## config.mk

```make
export PLATFORM = sky130hd
export DESIGN_NAME = mem_wb_pipe_reg
export DESIGN_NICKNAME = d
export VERILOG_FILES = /design/src/rtl/mem_wb_pipe_reg.sv
export SDC_FILE = /design/constraint.sdc
export NUM_CORES = 1
export LEC_CHECK = 0
export ABC_AREA = 0
export BUFFER_PORTS_ARGS = -buffer_cell sky130_fd_sc_hd__clkbuf_2
export CAP_MARGIN = 10
export CORE_MARGIN = 1
export CORE_UTILIZATION = 44
export CTS_CLUSTER_SIZE = 40
export DETAILED_ROUTE_END_ITERATION = 7
export GPL_TIMING_DRIVEN = 0
export MAX_ROUTING_LAYER = met4
export PLACE_DENSITY = 0.87
export SLEW_MARGIN = 25
export SYNTH_ARGS = -nofsm -noshare
export SYNTH_HDL_FRONTEND = slang
export SYNTH_SLANG_ARGS = --single-unit
```

## constraint.sdc

```tcl
create_clock -name clk -period 6.23 [get_ports clk]
set_clock_uncertainty 0.1 [all_clocks]
set_input_delay 1.246 -clock clk [delete_from_list [all_inputs] [get_ports clk]]
set_output_delay 1.246 -clock clk [all_outputs]
set_load 0.02 [all_outputs]
```

## src/rtl/mem_wb_pipe_reg.sv

```systemverilog
// MEM->WB pipeline register: DEPTH stages with stall/flush, write-back mux at capture,
// youngest-first forwarding lookup and a registered occupancy counter.
module mem_wb_pipe_reg #(
    parameter int DATA_W = 32,
    parameter int DEST_W = 4,
    parameter int DEPTH  = 1
) (
    input  logic              clk,
    input  logic              rst,
    input  logic              stall,
    input  logic              flush,
    input  logic              in_valid,
    input  logic              wb_en,
    input  logic              mem_read,
    input  logic [DEST_W-1:0] dest,
    input  logic [DATA_W-1:0] alu,
    input  logic [DATA_W-1:0] mem_data,
    input  logic [DEST_W-1:0] src1,
    input  logic [DEST_W-1:0] src2,
    output logic              wb_en_out,
    output logic              mem_read_out,
    output logic [DEST_W-1:0] dest_out,
    output logic [DATA_W-1:0] wb_value,
    output logic              fwd1_hit,
    output logic              fwd2_hit,
    output logic [DATA_W-1:0] fwd1_data,
    output logic [DATA_W-1:0] fwd2_data,
    output logic [2:0]        occupancy
);

    generate
        if (DEPTH < 1 || DEPTH > 4) begin : g_bad_depth
            $error("mem_wb_pipe_reg: DEPTH must be in 1..4");
        end
    endgenerate

    logic [DEPTH-1:0]  stg_valid;
    logic [DEPTH-1:0]  stg_wb;
    logic [DEPTH-1:0]  stg_mr;
    logic [DEST_W-1:0] stg_dest  [DEPTH];
    logic [DATA_W-1:0] stg_value [DEPTH];
    logic [2:0]        occ_next;

    // Counter tracks valids entering stage 0 and leaving the last stage.
    always_comb begin
        occ_next = occupancy + {2'b00, in_valid} - {2'b00, stg_valid[DEPTH-1]};
    end

    always_ff @(posedge clk) begin
        if (rst) begin
            stg_valid <= '0;
            stg_wb    <= '0;
            stg_mr    <= '0;
            occupancy <= '0;
            for (int k = 0; k < DEPTH; k++) begin
                stg_dest[k]  <= '0;
                stg_value[k] <= '0;
            end
        end else if (flush) begin
            stg_valid <= '0;
            stg_wb    <= '0;
            stg_mr    <= '0;
            occupancy <= '0;
        end else if (!stall) begin
            // Bubbles still load dest/value but never carry control bits.
            stg_valid[0] <= in_valid;
            stg_wb[0]    <= in_valid & wb_en;
            stg_mr[0]    <= in_valid & mem_read;
            stg_dest[0]  <= dest;
            stg_value[0] <= mem_read ? mem_data : alu;
            for (int k = 1; k < DEPTH; k++) begin
                stg_valid[k] <= stg_valid[k-1];
                stg_wb[k]    <= stg_wb[k-1];
                stg_mr[k]    <= stg_mr[k-1];
                stg_dest[k]  <= stg_dest[k-1];
                stg_value[k] <= stg_value[k-1];
            end
            occupancy <= occ_next;
        end
    end

    assign wb_en_out    = stg_valid[DEPTH-1] & stg_wb[DEPTH-1];
    assign mem_read_out = stg_valid[DEPTH-1] & stg_mr[DEPTH-1];
    assign dest_out     = stg_dest[DEPTH-1];
    assign wb_value     = stg_value[DEPTH-1];

    // Scan oldest to youngest so a younger match overwrites an older one.
    always_comb begin
        fwd1_hit  = 1'b0;
        fwd2_hit  = 1'b0;
        fwd1_data = '0;
        fwd2_data = '0;
        for (int k = DEPTH - 1; k >= 0; k--) begin
            if (stg_valid[k] && stg_wb[k] && stg_dest[k] == src1) begin
                fwd1_hit  = 1'b1;
                fwd1_data = stg_value[k];
            end
            if (stg_valid[k] && stg_wb[k] && stg_dest[k] == src2) begin
                fwd2_hit  = 1'b1;
                fwd2_data = stg_value[k];
            end
        end
    end

    always @(posedge clk) begin
        if (!rst) begin
            assert (occupancy == 3'($countones(stg_valid)));
        end
    end

endmodule
```

==> results.txt, run 1 <==
- The run finished with clean final reports.
- In this run the tightest slew margin relative to its limit is 61.2%.
- Hold repair after CTS inserted 0 buffers.
- Number of warnings reported in the yosys synthesis log: 0
* Critical path fanouts, max: 10
* Overall power of the completed layout: 655 uW
- Number of nets with antenna violations after routing: 0
- Setup repair after global routing left no endpoint under its margin.
* Clock insertion delay at the later pin of the skew report: 280 ps
* Count of final setup violators: 0
- Global-route wire length before repair: 10.9 mm
* Synthesized area per cell: 10.6 um^2
- Post-Syn Nets: 325
- The H-tree was split into 2 levels.
- The die is 78.0 um tall.
- STA puts the critical path data arrival time at 2580 ps.
- STA classifies the critical path startpoint as a primary input.
- The number of placed instances, taps included, is 500.
- Slew at the pin with the worst max-slew slack: 580 ps
- Data on the critical path is required at its endpoint by 4880 ps.
- Yosys instantiated no cell more often than sky130_fd_sc_hd__and3_1.
* Post-layout net count: 521
- The worst hold path belongs to the class flip-flop to flip-flop.
- Overflow left after global routing: 0
- Hold_ws: 405 ps
* Worst setup slack after layout: 2300 ps
- Setup slack after placement: 2310 ps
- Max Cap Viol: 0
- Min Tclk post-route: 3930 ps
- After the first detailed-routing iteration, the DRC count stood at 116.
- In this run the power density over the cells is 177 nW/um^2.
- Number of rows created at floorplan: 27
* Leakage power: 2.17 nW
- Most numerous cell types in the synthesized netlist: sky130_fd_sc_hd__and3_1 (61), sky130_fd_sc_hd__nor2_1 (41), sky130_fd_sc_hd__edfxtp_1 (36), sky130_fd_sc_hd__mux2i_1 (33)
- Cell accounting for the most synthesized area: sky130_fd_sc_hd__edfxtp_1
* Maximum number of pins on one net before global-route repair: 21
* Post-route design area: 3690 um^2
- Vias per inst: 4.97
- Number of vias after detailed routing: 2526
* First-pass DRT Iterations: 4
* Syn Std Cell Area: 2540 um^2
* Post-synthesis to final-layout area growth: 45.2%
- Max-slew violation count: 0
* Sequential element share of the synthesized area: 47.2%
* Floorplan die width: 78.0 um
* Crit Path Category: primary input to output pin
* Buffer cell driving the clock tree root: sky130_fd_sc_hd__clkbuf_8
* Die ar.: 6090 um^2
- Achievable clock frequency: 255 MHz
- Number of antenna violations at the first check in global routing: 0
- Number of global-route vias before repair: 2243
- Top area cells in the synthesized netlist: sky130_fd_sc_hd__edfxtp_1 (42%), sky130_fd_sc_hd__and3_1 (15%), sky130_fd_sc_hd__mux2i_1 (13%)
* Initial standard-cell utilization of the core: 45.9%
- Final-report hold violation count: 0
- Adding up every negative setup slack in the final design gives 0 ps.
- Port Buffer Count: 188
* Remaining design rule violation count: 0
- Yosys top cell area share: 42.5%
- Global routing consumed, over all layers together, 24.2% of the routing resources.
- In the final layout, the share of cells above drive strength 1 is 50.9%.
- Synthesized instance count: 239
- Capturing element type of the critical path: output pin
* HPWL after detailed placement: 5.79 mm
- Share of the clock period used by the worst path after layout: 63.0%
* Count of state elements after synthesis: 42
- Core Region: 5540 um^2
- Clock-pin slew was measured on the worst setup and hold paths at 70 ps.
- No sink is reached through more buffers than the 2 on the longest clock path.
- IR analysis of the VDD net gives a maximum drop of 0.0000978 V.
* Clock sink count: 42
* Average wire per standard cell: 14.4 um
- Cells fill 66.7% of the core in the end.
* Buffers inserted during post-CTS setup optimization: 0
- Wirelength, routed: 7.31 mm
* Post-route insts no fill: 508
* Ports placed on the boundary: 190
- The most used flip-flop cell after synthesis is sky130_fd_sc_hd__edfxtp_1.
- Yosys mapped a number of flops with a built-in enable equal to 36.
- Ys async rst share: 0%
- Post-cts repair resize count: 0
- Total CTS buffers: 5
- Last weighted congestion value of the routability-driven placer: 0.772
- TritonCTS built the clock tree.
- In this run the cell area measured after placement is 3610 um^2.
- 0 antenna diodes ended up in the layout.
- In this run, distinct cell masters in the synthesized netlist total 25.
## metal layers
| layer | track usage, % | routed length (um) |
|---|---|---|
| met1 | 27.3 | 2940 |
| met4 | 8.33 | 103 |
| met2 | 43.5 | 3860 |
| met5 | - | 0 |
| met3 | 3.95 | 407 |
## final cells by class
type	count	area, um^2
buffer	22	165
multi-input combinational	171	1170
clock buffer	8	80.1
fill	457	1850
sequential	42	1200
tap	72	90.1
timing repair buffer	189	968
inverter	4	15.0
## worst paths after layout
check | slack, ps | depth (start not counted) | start | endpoint
max | 2300 | 6 | src1[0] | fwd1_data[16]
min | 400 | 2 | occupancy[2] | occupancy[2]
max reg2reg | 4180 | 9 | occupancy[0] | occupancy[2]
min reg2reg | 400 | 2 | occupancy[2] | occupancy[2]
## where the power goes
part	internal, mW	leakage, nW	switching [mW]
clock network	0.0797	0.0395	0.0874
registers	0.328	0.415	0.0163
logic	0.0577	1.72	0.0856
total	0.466	2.17	0.189
## state kept, by name (all words and copies together) (netlist names)
register and cells:
stg_value 32, stg_dest 4, stg_wb 1, stg_valid 1
occupancy 3, stg_mr 1
## layout by cell type, fill, tap and decap left out
master	count
sky130_fd_sc_hd__and3_1	61
sky130_fd_sc_hd__nor2_1	41
sky130_fd_sc_hd__buf_16	1
sky130_fd_sc_hd__buf_6	9
sky130_fd_sc_hd__nor2b_1	1
sky130_fd_sc_hd__o21ai_0	1
sky130_fd_sc_hd__or3_1	2
sky130_fd_sc_hd__a21oi_1	3
sky130_fd_sc_hd__and3_2	3
sky130_fd_sc_hd__o21bai_4	1
sky130_fd_sc_hd__xnor2_1	1
sky130_fd_sc_hd__fa_1	1
sky130_fd_sc_hd__clkbuf_2	191
sky130_fd_sc_hd__clkbuf_8	5
sky130_fd_sc_hd__ha_1	2
sky130_fd_sc_hd__clkbuf_1	4
sky130_fd_sc_hd__nand2_2	1
sky130_fd_sc_hd__edfxtp_1	36
sky130_fd_sc_hd__inv_1	4
sky130_fd_sc_hd__or2_1	1
sky130_fd_sc_hd__buf_2	9
sky130_fd_sc_hd__and2_1	7
sky130_fd_sc_hd__dfxtp_1	6
sky130_fd_sc_hd__xor2_1	8
sky130_fd_sc_hd__nor3_4	2
sky130_fd_sc_hd__mux2i_1	33
sky130_fd_sc_hd__a22oi_1	2
## worst max-delay path: stages
cell and delay, ps:
sky130_fd_sc_hd__clkbuf_2 100, sky130_fd_sc_hd__xor2_1 140, sky130_fd_sc_hd__nor2_1 430, sky130_fd_sc_hd__clkbuf_2 310, sky130_fd_sc_hd__and3_1 180, sky130_fd_sc_hd__clkbuf_2 170
## logic make-up (layout without fill, tap and decap cells)
family                     count (synthesis)  in the layout  synth area share (%)
adders and majority gates                  3              3                  1.77
DFF                                       42             42                  47.2
xor gates and xnor gates                   9              9                  3.10
and+or+nand+nor                          119            119                  26.2
muxes                                     33             33                  13.0
buffers and inverters                     26            223                  7.08
AOI/OAI and AO/OA                          7              7                  1.67
No activity file was read; power rests on OpenSTA's default activity.
==> inputs of run 2 (changes only) <==
--- a/config.mk
+++ b/config.mk
@@ -5,16 +5,16 @@
 export SDC_FILE = /design/constraint.sdc
 export NUM_CORES = 1
 export LEC_CHECK = 0
-export ABC_AREA = 0
+export ABC_AREA = 1
 export BUFFER_PORTS_ARGS = -buffer_cell sky130_fd_sc_hd__clkbuf_2
 export CAP_MARGIN = 10
 export CORE_MARGIN = 1
-export CORE_UTILIZATION = 44
+export CORE_UTILIZATION = 37
 export CTS_CLUSTER_SIZE = 40
 export DETAILED_ROUTE_END_ITERATION = 7
 export GPL_TIMING_DRIVEN = 0
 export MAX_ROUTING_LAYER = met4
-export PLACE_DENSITY = 0.87
+export PLACE_DENSITY = 0.78
 export SLEW_MARGIN = 25
 export SYNTH_ARGS = -nofsm -noshare
 export SYNTH_HDL_FRONTEND = slang
==> constraint.sdc (replaced) <==
create_clock -name clk -period 3.5 [get_ports clk]
set_clock_uncertainty 0.1 [all_clocks]
set_input_delay 0.7 -clock clk [delete_from_list [all_inputs] [get_ports clk]]
set_output_delay 0.7 -clock clk [all_outputs]
set_load 0.02 [all_outputs]
==> results.txt, run 2 <==
- The fraction of layout instances using a drive strength above 1 came to 47.8% (-3.1 points).
* Placed cell area: 3640 um^2 (+0.66%)
- Post-layout net count: 612 (+17%)
- Setup repair after global routing left no endpoint under its margin.
- Average wire per standard cell: 12.8 um (-11%)
* Gr busiest metal: met2
- Core Region: 6530 um^2 (+18%)
- Die ar.: 7260 um^2 (+19%)
* Most common flop cell mapped by yosys: sky130_fd_sc_hd__edfxtp_1
- The count of instances resized after the clock tree is built came to 0 (unchanged).
- Start point of the worst min-delay path: stg_mr
- The met2 routing resource usage after global routing is 40.0% (-3.4 points).
- Total CTS buffers: 5 (unchanged)
* Most common cell after layout, fill and taps aside: sky130_fd_sc_hd__clkbuf_2
* Number of vias after detailed routing: 2763 (+9.4%)
* Outcome: complete, no violations
* First-pass DRT Iterations: 4 (unchanged)
* Required time worst endpoint: 2700 ps (-2180 ps)
* Remaining design rule violation count: 0 (unchanged)
- Clock insertion delay at the later pin of the skew report: 300 ps (+20 ps)
- Post-Syn Nets: 416 (+28%)
- Post-route design area: 3770 um^2 (+2.1%)
* Met3 Track Usage GR: 4.38% (+0.42 points)
* Global-route wire length before repair: 11.9 mm (+9.0%)
* Number of rows created at floorplan: 29 (+7.4%)
- The fraction of registers with async set/reset is 0% (unchanged).
* Multi-input logic area: 1050 um^2 (-11%)
- The static leakage power came to 2.05 nW (-5.5%).
- The number of warnings printed during yosys synthesis was 0 (unchanged).
* Vertical die dimension: 85.2 um (+9.2%)
* Clock tree from TritonCTS: yes
* Worst setup slack after layout: 897 ps (-1410 ps)
* Worst setup slack for register-to-register paths: 1670 ps (-2510 ps)
- Fillers: 620 (+36%)
- The number of distinct standard cells referenced by the synthesized netlist came to 23 (-8.0%).
- Slew at the pin with the worst max-slew slack: 579 ps (-1.08 ps)
- The remaining antenna violation count after routing was 0 (unchanged).
- Logic depth of the worst path, buffers included: 9 (+3)
* Wirelength, routed: 7.72 mm (+5.6%)
- Capturing element type of the critical path: output pin
* Biggest register: stg_value
- Relative to the synthesized area, the layout overhead comes to 47.2%.
* Achievable clock frequency: 384 MHz
- Number of antenna violations at the first check in global routing: 0 (unchanged)
- The initial core utilization was 39.2% (-6.7 points).
- The kind of cell with the highest combined delay along the critical path is simple AND/OR/NAND/NOR gates.
- HPWL after detailed placement: 6.20 mm (+7.1%)
- Max Cap Viol: 0 (unchanged)
- The path class of the tightest hold or removal check is flip-flop to flip-flop.
- Hold Path Sink: stg_mr
- The pre-CTS setup slack is 876 ps (-1430 ps).
* Cell accounting for the most synthesized area: sky130_fd_sc_hd__edfxtp_1
- The count of port buffers added during placement was 188 (unchanged).
* Maximum number of pins on one net before global-route repair: 23 (+9.5%)
- The worst register-to-register path begins at occupancy[0].
- The number of synthesized register bits was 42 (unchanged).
* Category of the worst setup path launch point: primary input
* Number of global-route vias before repair: 2595 (+16%)
- Clock transition time at the flip-flop clock pins of the worst setup and hold paths: 80 ps (about the same)
* Ports placed on the boundary: 190 (unchanged)
- The overall power after layout came to 1.28 mW (+95%).
- Syn Std Cell Area: 2560 um^2 (+0.69%)
- Final design utilization: 57.7% (-8.9 points)
- Most numerous cell types in the synthesized netlist: sky130_fd_sc_hd__nand2_1 (88), sky130_fd_sc_hd__inv_1 (53), sky130_fd_sc_hd__nor2_1 (42), sky130_fd_sc_hd__a21oi_1 (37), sky130_fd_sc_hd__edfxtp_1 (36)
- The sequential area share after synthesis came to 46.9% (-0.32 points).
- The count of placed standard cells including taps was 596 (+19%).
- The total buffers and inverters traversed by the critical path is 4 (+1).
* Buffer cell driving the clock tree root: sky130_fd_sc_hd__clkbuf_8
* Cells along the critical path: clkbuf_2, inv_1, nand2_1, nand2_1, nor2_1, nand3_2, buf_6, nor2_1, clkbuf_2
* Vias per inst: 4.57 (-8.0%)
- Count of final setup violators: 0 (unchanged)
- Max_slew headroom: 61.3% (+0.072 points)
- Floorplan die width: 85.2 um (+9.2%)
* CTS hold repair buffers: 0 (unchanged)
- Count of flip-flops with a built-in enable after synthesis: 36 (unchanged)
- The met1 usage in global routing came to 23.5% (-3.8 points).
- Post-route insts no fill: 604 (+19%)
- Maximum cell stage delay along the critical path: 240 ps (-190 ps)
- The top-area cell type share of the netlist area was 42.2% (-0.29 points).
- Min-Delay Path Depth: 2 (unchanged)
- Min Tclk post-route: 2600 ps
* Synthesized instance count: 330 (+38%)
* Clock sink count: 42 (unchanged)
- Cell type of the slowest stage on the worst timing path: sky130_fd_sc_hd__nand3_2
- In this run the critical register-to-register path is captured at occupancy[2].
* Max FFs per register: 32 (unchanged)
- Dividing the final minimum period by the clock period gives 74.4%.
* Synthesized area per cell: 7.76 um^2 (-27%)
- The count of buffers added by post-CTS timing repair for setup came to 0 (unchanged).
- In the layout the commonest cells are sky130_fd_sc_hd__clkbuf_2 (188), sky130_fd_sc_hd__nand2_1 (88), sky130_fd_sc_hd__inv_1 (53).
* Last weighted congestion value of the routability-driven placer: 0.819 (+6.1%)
- After synthesis, the cell types taking the most area are sky130_fd_sc_hd__edfxtp_1 (42%), sky130_fd_sc_hd__nand2_1 (13%), sky130_fd_sc_hd__nor2_2 (7.8%).
* Critical Path AT: 1800 ps (-780 ps)
- The peak supply drop came to 0.000168 V (+71%).
* Final-report hold violation count: 0 (unchanged)
- The worst setup path is of the primary input to output pin kind.
- The first-iteration detailed-routing DRC count is 88 (-24%).
* Diode count: 0 (unchanged)
* Critical path fanouts, max: 10 (unchanged)
- Overflow left after global routing: 0 (unchanged)
* Hold_ws: 364 ps (-40.9 ps)
- Seq. cell area: 1200 um^2 (unchanged)
- Number of cell instances on the worst register-to-register path: 10 (+1)
* Total negative slack: 0 ps (unchanged)
- Number of H-tree branching levels: 2 (unchanged)
- Pwr dens: 339 nW/um^2 (+91%)
- The number of pins with negative max-slew slack in the final report came to 0 (unchanged).
* Max Buffers Root-to-Sink: 2 (unchanged)
* GRT Total Usage: 21.7% (-2.5 points)
- Yosys instantiated no cell more often than sky130_fd_sc_hd__nand2_1.
- The largest registers in the layout are stg_value: 32 flops, stg_dest: 4 flops, occupancy: 3 flops.
-- run 2: routing by layer --
layer | share of wire, % | up-vias
met1 | 39 | 1230
met5 | 0 | -
met4 | 1.5 | 0
met3 | 6.0 | 13
li1 | - | 1402
met2 | 53 | 118
-- run 2: worst max path at each step --
stage	to	start
final	fwd1_data[23]	src1[1]
after global routing	fwd1_data[18]	src1[1]
after CTS	fwd1_data[23]	src1[1]
after detailed placement	fwd1_data[23]	src1[1]
after global placement	stg_value[0][9]	stall
after floorplan	stg_dest[0][0]	stall
-- run 2: cell families (layout without fill, tap and decap cells) --
group                    Yosys count  after routing  synth area share (%)
buffers and inverters             71            268                  12.6
flip-flops                        42             42                  46.9
XOR/XNOR                           2              2                 0.684
AO/OA/AOI/OAI                     41             41                  8.16
AND/OR/NAND/NOR                  171            171                  29.9
adder cells (fa/ha/maj)            3              3                  1.76
-- run 2: where the power goes --
group | leakage (nW) | switching [mW] | internal, mW | total [mW]
registers | 0.415 | 0.0229 | 0.583 | 0.606
clock network | 0.0678 | 0.179 | 0.247 | 0.426
logic | 1.57 | 0.156 | 0.0891 | 0.245
-- run 2: cell type report --
type	instances	share of cell area [%]
Sequential cell	42	31.9
Multi-Input combinational cell	217	27.8
Timing Repair Buffer	189	25.7
Inverter	55	5.48
Clock buffer	8	3.52
Buffer	16	3.05
Tap cell	77	2.56
-- run 2: tightest hold or removal path: cells and delay by family, from the launching register on --
kind	cells	cell delay, ps
flops	1	320
simple gates	1	50
compound gates	1	60
